## src/rtl/ntt_sched_if.sv

```systemverilog
// ntt_sched_if: butterfly command issue and write-back completion handshake
interface ntt_sched_if #(parameter int LOG_N = 4);
  logic             bf_valid;
  logic             bf_ready;
  logic [LOG_N-1:0] bf_addr_a;
  logic [LOG_N-1:0] bf_addr_b;
  logic [LOG_N-1:0] bf_tw_idx;
  logic [2:0]       bf_stage;
  logic             wb_done;
  modport master (output bf_valid, bf_addr_a, bf_addr_b, bf_tw_idx, bf_stage, input bf_ready, wb_done);
  modport slave  (input bf_valid, bf_addr_a, bf_addr_b, bf_tw_idx, bf_stage, output bf_ready, wb_done);
endinterface

```

## src/rtl/ntt_sched.sv

```systemverilog
// ntt_sched: radix-2 DIT NTT butterfly sequencer with write-back credits and stage barrier; NTT_SCHED_INVERSE_EN enables inverse twiddle indices
module ntt_sched #(
  parameter int LOG_N   = 4,
  parameter int MAX_OUT = 4
) (
  input  logic        clk,
  input  logic        rst,
  input  logic        start,
  input  logic        inverse,
  output logic        busy,
  output logic        done,
  output logic        err,
  ntt_sched_if.master bus
);
  localparam int HALF = 1 << (LOG_N - 1);
  localparam int CW   = $clog2(MAX_OUT + 1);
  typedef enum logic [1:0] {IDLE, ISSUE, DRAIN, DONE} state_t;
  state_t           state, state_n;
  logic [2:0]       stage, stage_n;
  logic [LOG_N-1:0] b, b_n, m, j, g, a_n, tw_n, tw_o;
  logic [CW-1:0]    cnt, cnt_n;
  logic             acc, err_n, valid_n;
  assign busy = (state == ISSUE) || (state == DRAIN);
  assign done = state == DONE;
  // Next-state, credit count and the command that will be presented next cycle
  always_comb begin
    acc     = bus.bf_valid & bus.bf_ready;
    cnt_n   = (acc & ~bus.wb_done) ? cnt + CW'(1) : (~acc & bus.wb_done & (cnt != '0)) ? cnt - CW'(1) : cnt;
    err_n   = err | (bus.wb_done & ~acc & (cnt == '0));
    state_n = state;
    stage_n = stage;
    b_n     = b;
    case (state)
      IDLE: if (start) begin
        state_n = ISSUE;
        stage_n = '0;
        b_n     = '0;
        cnt_n   = '0;
        err_n   = 1'b0;
      end
      ISSUE: if (acc) begin
        b_n     = b + LOG_N'(1);
        state_n = (b == LOG_N'(HALF - 1)) ? DRAIN : ISSUE;
      end
      DRAIN: if (cnt_n == '0) begin
        state_n = (stage == 3'(LOG_N - 1)) ? DONE : ISSUE;
        stage_n = (stage == 3'(LOG_N - 1)) ? stage : stage + 3'd1;
        b_n     = '0;
      end
      default: state_n = IDLE;
    endcase
    valid_n = (state_n == ISSUE) && (cnt_n < CW'(MAX_OUT));
    m       = LOG_N'(1) << stage_n;
    j       = b_n & (m - LOG_N'(1));
    g       = b_n >> stage_n;
    a_n     = (g << (stage_n + 3'd1)) | j;
    tw_n    = j << (3'(LOG_N - 1) - stage_n);
  end
`ifdef NTT_SCHED_INVERSE_EN
  logic inv_q, inv_n;
  assign inv_n = (state == IDLE && start) ? inverse : inv_q;
  assign tw_o  = inv_n ? -tw_n : tw_n;
  // Transform direction is captured with the accepted start
  always_ff @(posedge clk) inv_q <= rst ? 1'b0 : inv_n;
`else
  logic unused_inverse;
  assign unused_inverse = inverse;
  assign tw_o           = tw_n;
`endif
  // Control state plus registered command fields, which only move when a new command is due
  always_ff @(posedge clk) begin
    if (rst) begin
      state         <= IDLE;
      stage         <= '0;
      b             <= '0;
      cnt           <= '0;
      err           <= 1'b0;
      bus.bf_valid  <= 1'b0;
      bus.bf_addr_a <= '0;
      bus.bf_addr_b <= '0;
      bus.bf_tw_idx <= '0;
      bus.bf_stage  <= '0;
    end else begin
      state        <= state_n;
      stage        <= stage_n;
      b            <= b_n;
      cnt          <= cnt_n;
      err          <= err_n;
      bus.bf_valid <= valid_n;
      if (state_n == ISSUE) begin
        bus.bf_addr_a <= a_n;
        bus.bf_addr_b <= a_n | m;
        bus.bf_tw_idx <= tw_o;
        bus.bf_stage  <= stage_n;
      end
    end
  end
endmodule

```

## src/flat_wrapper.sv

```systemverilog
// flat-port wrapper written by rule: the top's interface ports become plain ports
module ntt_sched_flat 
#(
  parameter int LOG_N   = 4,
  parameter int MAX_OUT = 4
)
  (clk, rst, start, inverse, busy, done, err, bus_bf_valid, bus_bf_addr_a, bus_bf_addr_b, bus_bf_tw_idx, bus_bf_stage, bus_bf_ready, bus_wb_done);
  ntt_sched_if #(.LOG_N(LOG_N)) bus_i ();
  input  logic clk;
  input  logic rst;
  input  logic start;
  input  logic inverse;
  output logic busy;
  output logic done;
  output logic err;
  output wire logic [$bits(bus_i.bf_valid)-1:0] bus_bf_valid;
  output wire logic [$bits(bus_i.bf_addr_a)-1:0] bus_bf_addr_a;
  output wire logic [$bits(bus_i.bf_addr_b)-1:0] bus_bf_addr_b;
  output wire logic [$bits(bus_i.bf_tw_idx)-1:0] bus_bf_tw_idx;
  output wire logic [$bits(bus_i.bf_stage)-1:0] bus_bf_stage;
  input wire logic [$bits(bus_i.bf_ready)-1:0] bus_bf_ready;
  input wire logic [$bits(bus_i.wb_done)-1:0] bus_wb_done;
  assign bus_bf_valid = bus_i.bf_valid;
  assign bus_bf_addr_a = bus_i.bf_addr_a;
  assign bus_bf_addr_b = bus_i.bf_addr_b;
  assign bus_bf_tw_idx = bus_i.bf_tw_idx;
  assign bus_bf_stage = bus_i.bf_stage;
  assign bus_i.bf_ready = bus_bf_ready;
  assign bus_i.wb_done = bus_wb_done;
  ntt_sched #(.LOG_N(LOG_N), .MAX_OUT(MAX_OUT)) u_core (.clk(clk), .rst(rst), .start(start), .inverse(inverse), .busy(busy), .done(done), .err(err), .bus(bus_i));
endmodule
```

## config.mk

```make
export PLATFORM = sky130hd
export DESIGN_NAME = ntt_sched_flat
export DESIGN_NICKNAME = d
export VERILOG_FILES = /design/src/rtl/ntt_sched_if.sv /design/src/rtl/ntt_sched.sv /design/src/flat_wrapper.sv
export SDC_FILE = /design/constraint.sdc
export NUM_CORES = 1
export LEC_CHECK = 0
export CAP_MARGIN = 20
export CORE_MARGIN = 4
export CORE_UTILIZATION = 50
export DETAILED_ROUTE_END_ITERATION = 16
export PLACE_DENSITY = 0.72
export SYNTH_ARGS = -nofsm -noshare
export SYNTH_HDL_FRONTEND = slang
export SYNTH_SLANG_ARGS = --single-unit
export TNS_END_PERCENT = 100
```

## constraint.sdc

```tcl
create_clock -name clk -period 4.5 [get_ports clk]
set_input_delay 1.125 -clock clk [delete_from_list [all_inputs] [get_ports clk]]
set_output_delay 1.125 -clock clk [all_outputs]
set_load 0.02 [all_outputs]
```

==> impl_metrics.tcl <==
set metrics [dict create \
    drive_gt1_share_pct 17.3 \
    synth_common_cells "nor2_1 (36), dfxtp_1 (29), nand2_1 (24), ha_1 (15), a21oi_1 (14)" \
    ys_types 62 \
    cp_data_arrival_time_ps 4470 \
    first_iter_violations 220 \
    min_from "u_core.bus.bf_tw_idx[0]$_SDFFE_PP0P_" \
    slew_viol_final 0 \
    clk_path_buf_depth 2 \
    startpoint "bus_wb_done" \
    power_leakage_uw 0.00102 \
    finalWorstSetupSlack_ps 218 \
    synth.avg_cell_area_um2 7.99 \
    postPlaceCellArea_um2 2470 \
    dp_slack_ps -42.2 \
    root_buffer "clkbuf_8" \
    synthesis.area_um2 2070 \
    async_reset_ff_share_pct 0 \
    critPathRequiredTime_ps 4690 \
    r2r-end "u_core.bus.bf_tw_idx[2]$_SDFFE_PP0P_" \
    cts-hold-fix-buffers 0 \
    hpwl_um 3950 \
    diodes 0 \
    maxCapViolations 0 \
    die_area_um2 5230 \
    routed_wl_um 5040 \
    critPathSlowestCell "clkdlybuf4s50_1" \
    grt_pass1_vias 1856 \
    crit_type "in2reg" \
    reg2reg_depth 16 \
    via_per_inst 5.70 \
    fin_area_um2 2550 \
    fp-row-count 23 \
    path_clk_slew_ps 60 \
    slew_headroom_pct 35.5 \
    place_congestion 0.891 \
    rsz0062_at_grt "false" \
    cts_tree "yes" \
    tightest_slew_ps 965 \
    startpoint_type "primary input" \
    cpMostUsedCell "ha_1" \
    fin_crit_ps 4280 \
    cts_sinks 29 \
    ys_seq_area_share_pct 28.1 \
    finalPower_uw 633 \
    drt_first_pass_iters 4 \
    synth_seq_cells 29 \
    ys_warn_count 0 \
    status "finished clean" \
    max_freq_mhz 234 \
    grt.overflow.total 0 \
    rr_startpoint "u_core.cnt[0]$_SDFF_PP0_" \
    critPathMaxStageDelay_ps 520 \
    hold_end "u_core.bus.bf_tw_idx[0]$_SDFFE_PP0P_" \
    num_vias 2000 \
    nets 321 \
    syn_to_final_growth_pct 23.3 \
    worstPathCellList "clkdlybuf4s50_1 -> and3b_4 -> a211o_1 -> o221a_4 -> mux2_4 -> nor2_4 -> ha_1 -> nand2_1 -> ha_1 -> and3_1 -> o2bb2ai_1 -> o221ai_1 -> o21ai_1 -> o2111ai_1 -> a21oi_1" \
    reg2reg_slack_ps 970 \
    drc_errors 0 \
    ir_worst_vdd_mv 0.183 \
    grt_usage_pct 20.8 \
    grt_max_degree 27 \
    endpoint_kind "flop" \
    holdWs_ps 452 \
    antenna_found_initial 0 \
    crit_fanout 4 \
    synthFlopType "dfxtp_1" \
    yosysTopAreaCell "dfxtp_1" \
    clkLatencyLatePin_ps 280 \
    die_y_um 72.3 \
    syn_inst 259 \
    synth_top_area_share_pct 28.1 \
    fillers 362 \
    hold_viol 0 \
    setup-violations-final 0 \
    yosys-top-cells-area "dfxtp_1 (28%), ha_1 (9.1%), nor2_1 (6.5%), nand2_1 (4.4%), a211oi_1 (4.0%)" \
    cts_htree_levels 2 \
    hold_path_depth 2 \
    final_antenna_net_count 0 \
    io_buffers 23 \
    powerDensity_nw_per_um2 248 \
    core_um2 4000 \
    synthesis.nets 280 \
    finClkSkew_ps 5.10 \
    synth_most_common_cell "nor2_1" \
    finalCritPeriodShare_pct 95.2 \
    min_path_type "reg2reg" \
    grt_pass1_wl_um 8670 \
    synth_edf_count 0 \
    start_util_pct 51.7 \
    wire_per_inst_um 14.4 \
    cts-buffers-inserted 5 \
    fp.dieW_um 72.3 \
    ios 25 \
]
## sequential cells by signal, indices dropped and copies added (netlist names)
register	cells
u_core.bus.bf_addr_a	4
u_core.bus.bf_valid	1
u_core.bus.bf_addr_b	4
u_core.bus.bf_stage	3
u_core.err	1
u_core.bus.bf_tw_idx	4
u_core.b	4
u_core.cnt	3
u_core.stage	3
u_core.state	2
## report_power, final
group          switching, µW  internal, µW  total, µW
registers               9.24           271        280
logic                   85.6          63.2        149
clock network           97.6           107        204
## logic make-up (layout without fill, tap and decap cells)
logic type | Yosys count | count (layout) | synth area share [%]
compound gates | 73 | 73 | 27.0
fa+ha+maj | 15 | 15 | 9.07
mux | 4 | 4 | 2.18
xor+xnor | 2 | 2 | 0.847
simple gates | 107 | 107 | 26.1
buf+inv | 29 | 71 | 6.65
flops | 29 | 29 | 28.1
## per-layer routing
metal  track usage (%)  wire length (µm)  vias up
met4              7.10                70        0
met5                 0                 0        -
met2              29.7              2210       51
met1              30.4              2480      915
met3              4.85               272        7
li1                  -                 -     1027
## how the worst max path moves through the flow
stage,endpoint,slack (ps),depth (start not counted)
4_1_cts,u_core.bus.bf_tw_idx[2]$_SDFFE_PP0P_,210,15
5_1_grt,u_core.bus.bf_tw_idx[2]$_SDFFE_PP0P_,9,16
6_report,u_core.bus.bf_tw_idx[2]$_SDFFE_PP0P_,220,15
3_3_place_gp,u_core.bus.bf_tw_idx[2]$_SDFFE_PP0P_,-30,15
3_5_place_dp,u_core.bus.bf_tw_idx[2]$_SDFFE_PP0P_,-40,15
2_1_floorplan,u_core.bus.bf_tw_idx[2]$_SDFFE_PP0P_,460,16
## critical path, delay by kind of cell
family / cells / cell delay (ps)
fa+ha+maj: 2 / 410
compound gates: 7 / 1450
simple gates: 4 / 640
mux: 1 / 320
buf+inv: 1 / 520
## stage by stage
stage          cells  utilization (%)  setup TNS (ps)
2_1_floorplan    259                -               0
6_report         351             63.7               0
3_3_place_gp     343             61.7           -29.4
4_1_cts          351             63.7               0
5_1_grt          351             63.7               0
3_5_place_dp     343             61.7           -42.2
## layout by cell type (no fill, tap or decap), types with 2 or more instances in the layout
cell type	netlist	routed
nand2_1	24	24
nor4b_1	2	2
and2_1	4	4
a221oi_1	2	2
nor2b_1	6	6
clkdlybuf4s50_1	0	23
ha_1	15	15
or2_2	2	2
a211oi_1	11	11
nand3_1	5	5
o21ai_0	11	10
o211ai_1	3	3
xnor2_1	2	2
a21oi_1	14	14
a21bo_2	2	2
inv_2	3	3
clkinv_2	0	2
a31oi_1	3	3
a311oi_1	4	4
dfxtp_1	29	29
clkbuf_8	0	5
nand2b_1	2	2
buf_4	5	25
mux2i_1	3	3
nor2_1	36	36
nor3_1	10	10
nand4_1	4	4
inv_1	12	12
o2bb2ai_1	2	2
nand3b_1	3	3
## area by class of cell
| cell class | instances | area [µm²] | share of cell area [%] |
|---|---|---|---|
| Multi-Input combinational cell | 201 | 1350 | 52.9 |
| Sequential cell | 29 | 581 | 22.8 |
| Clock inverter | 2 | 10.0 | 0.393 |
| Clock buffer | 6 | 72.6 | 2.85 |
| Tap cell | 50 | 62.6 | 2.45 |
| Timing Repair Buffer | 48 | 418 | 16.4 |
| Inverter | 15 | 56.3 | 2.21 |
## what timing repair did
item	CTS	global route
endpoints found under the setup margin	0	1
resized for setup	0	1
setup buffers	0	0
(Power assumes the default switching activity.)
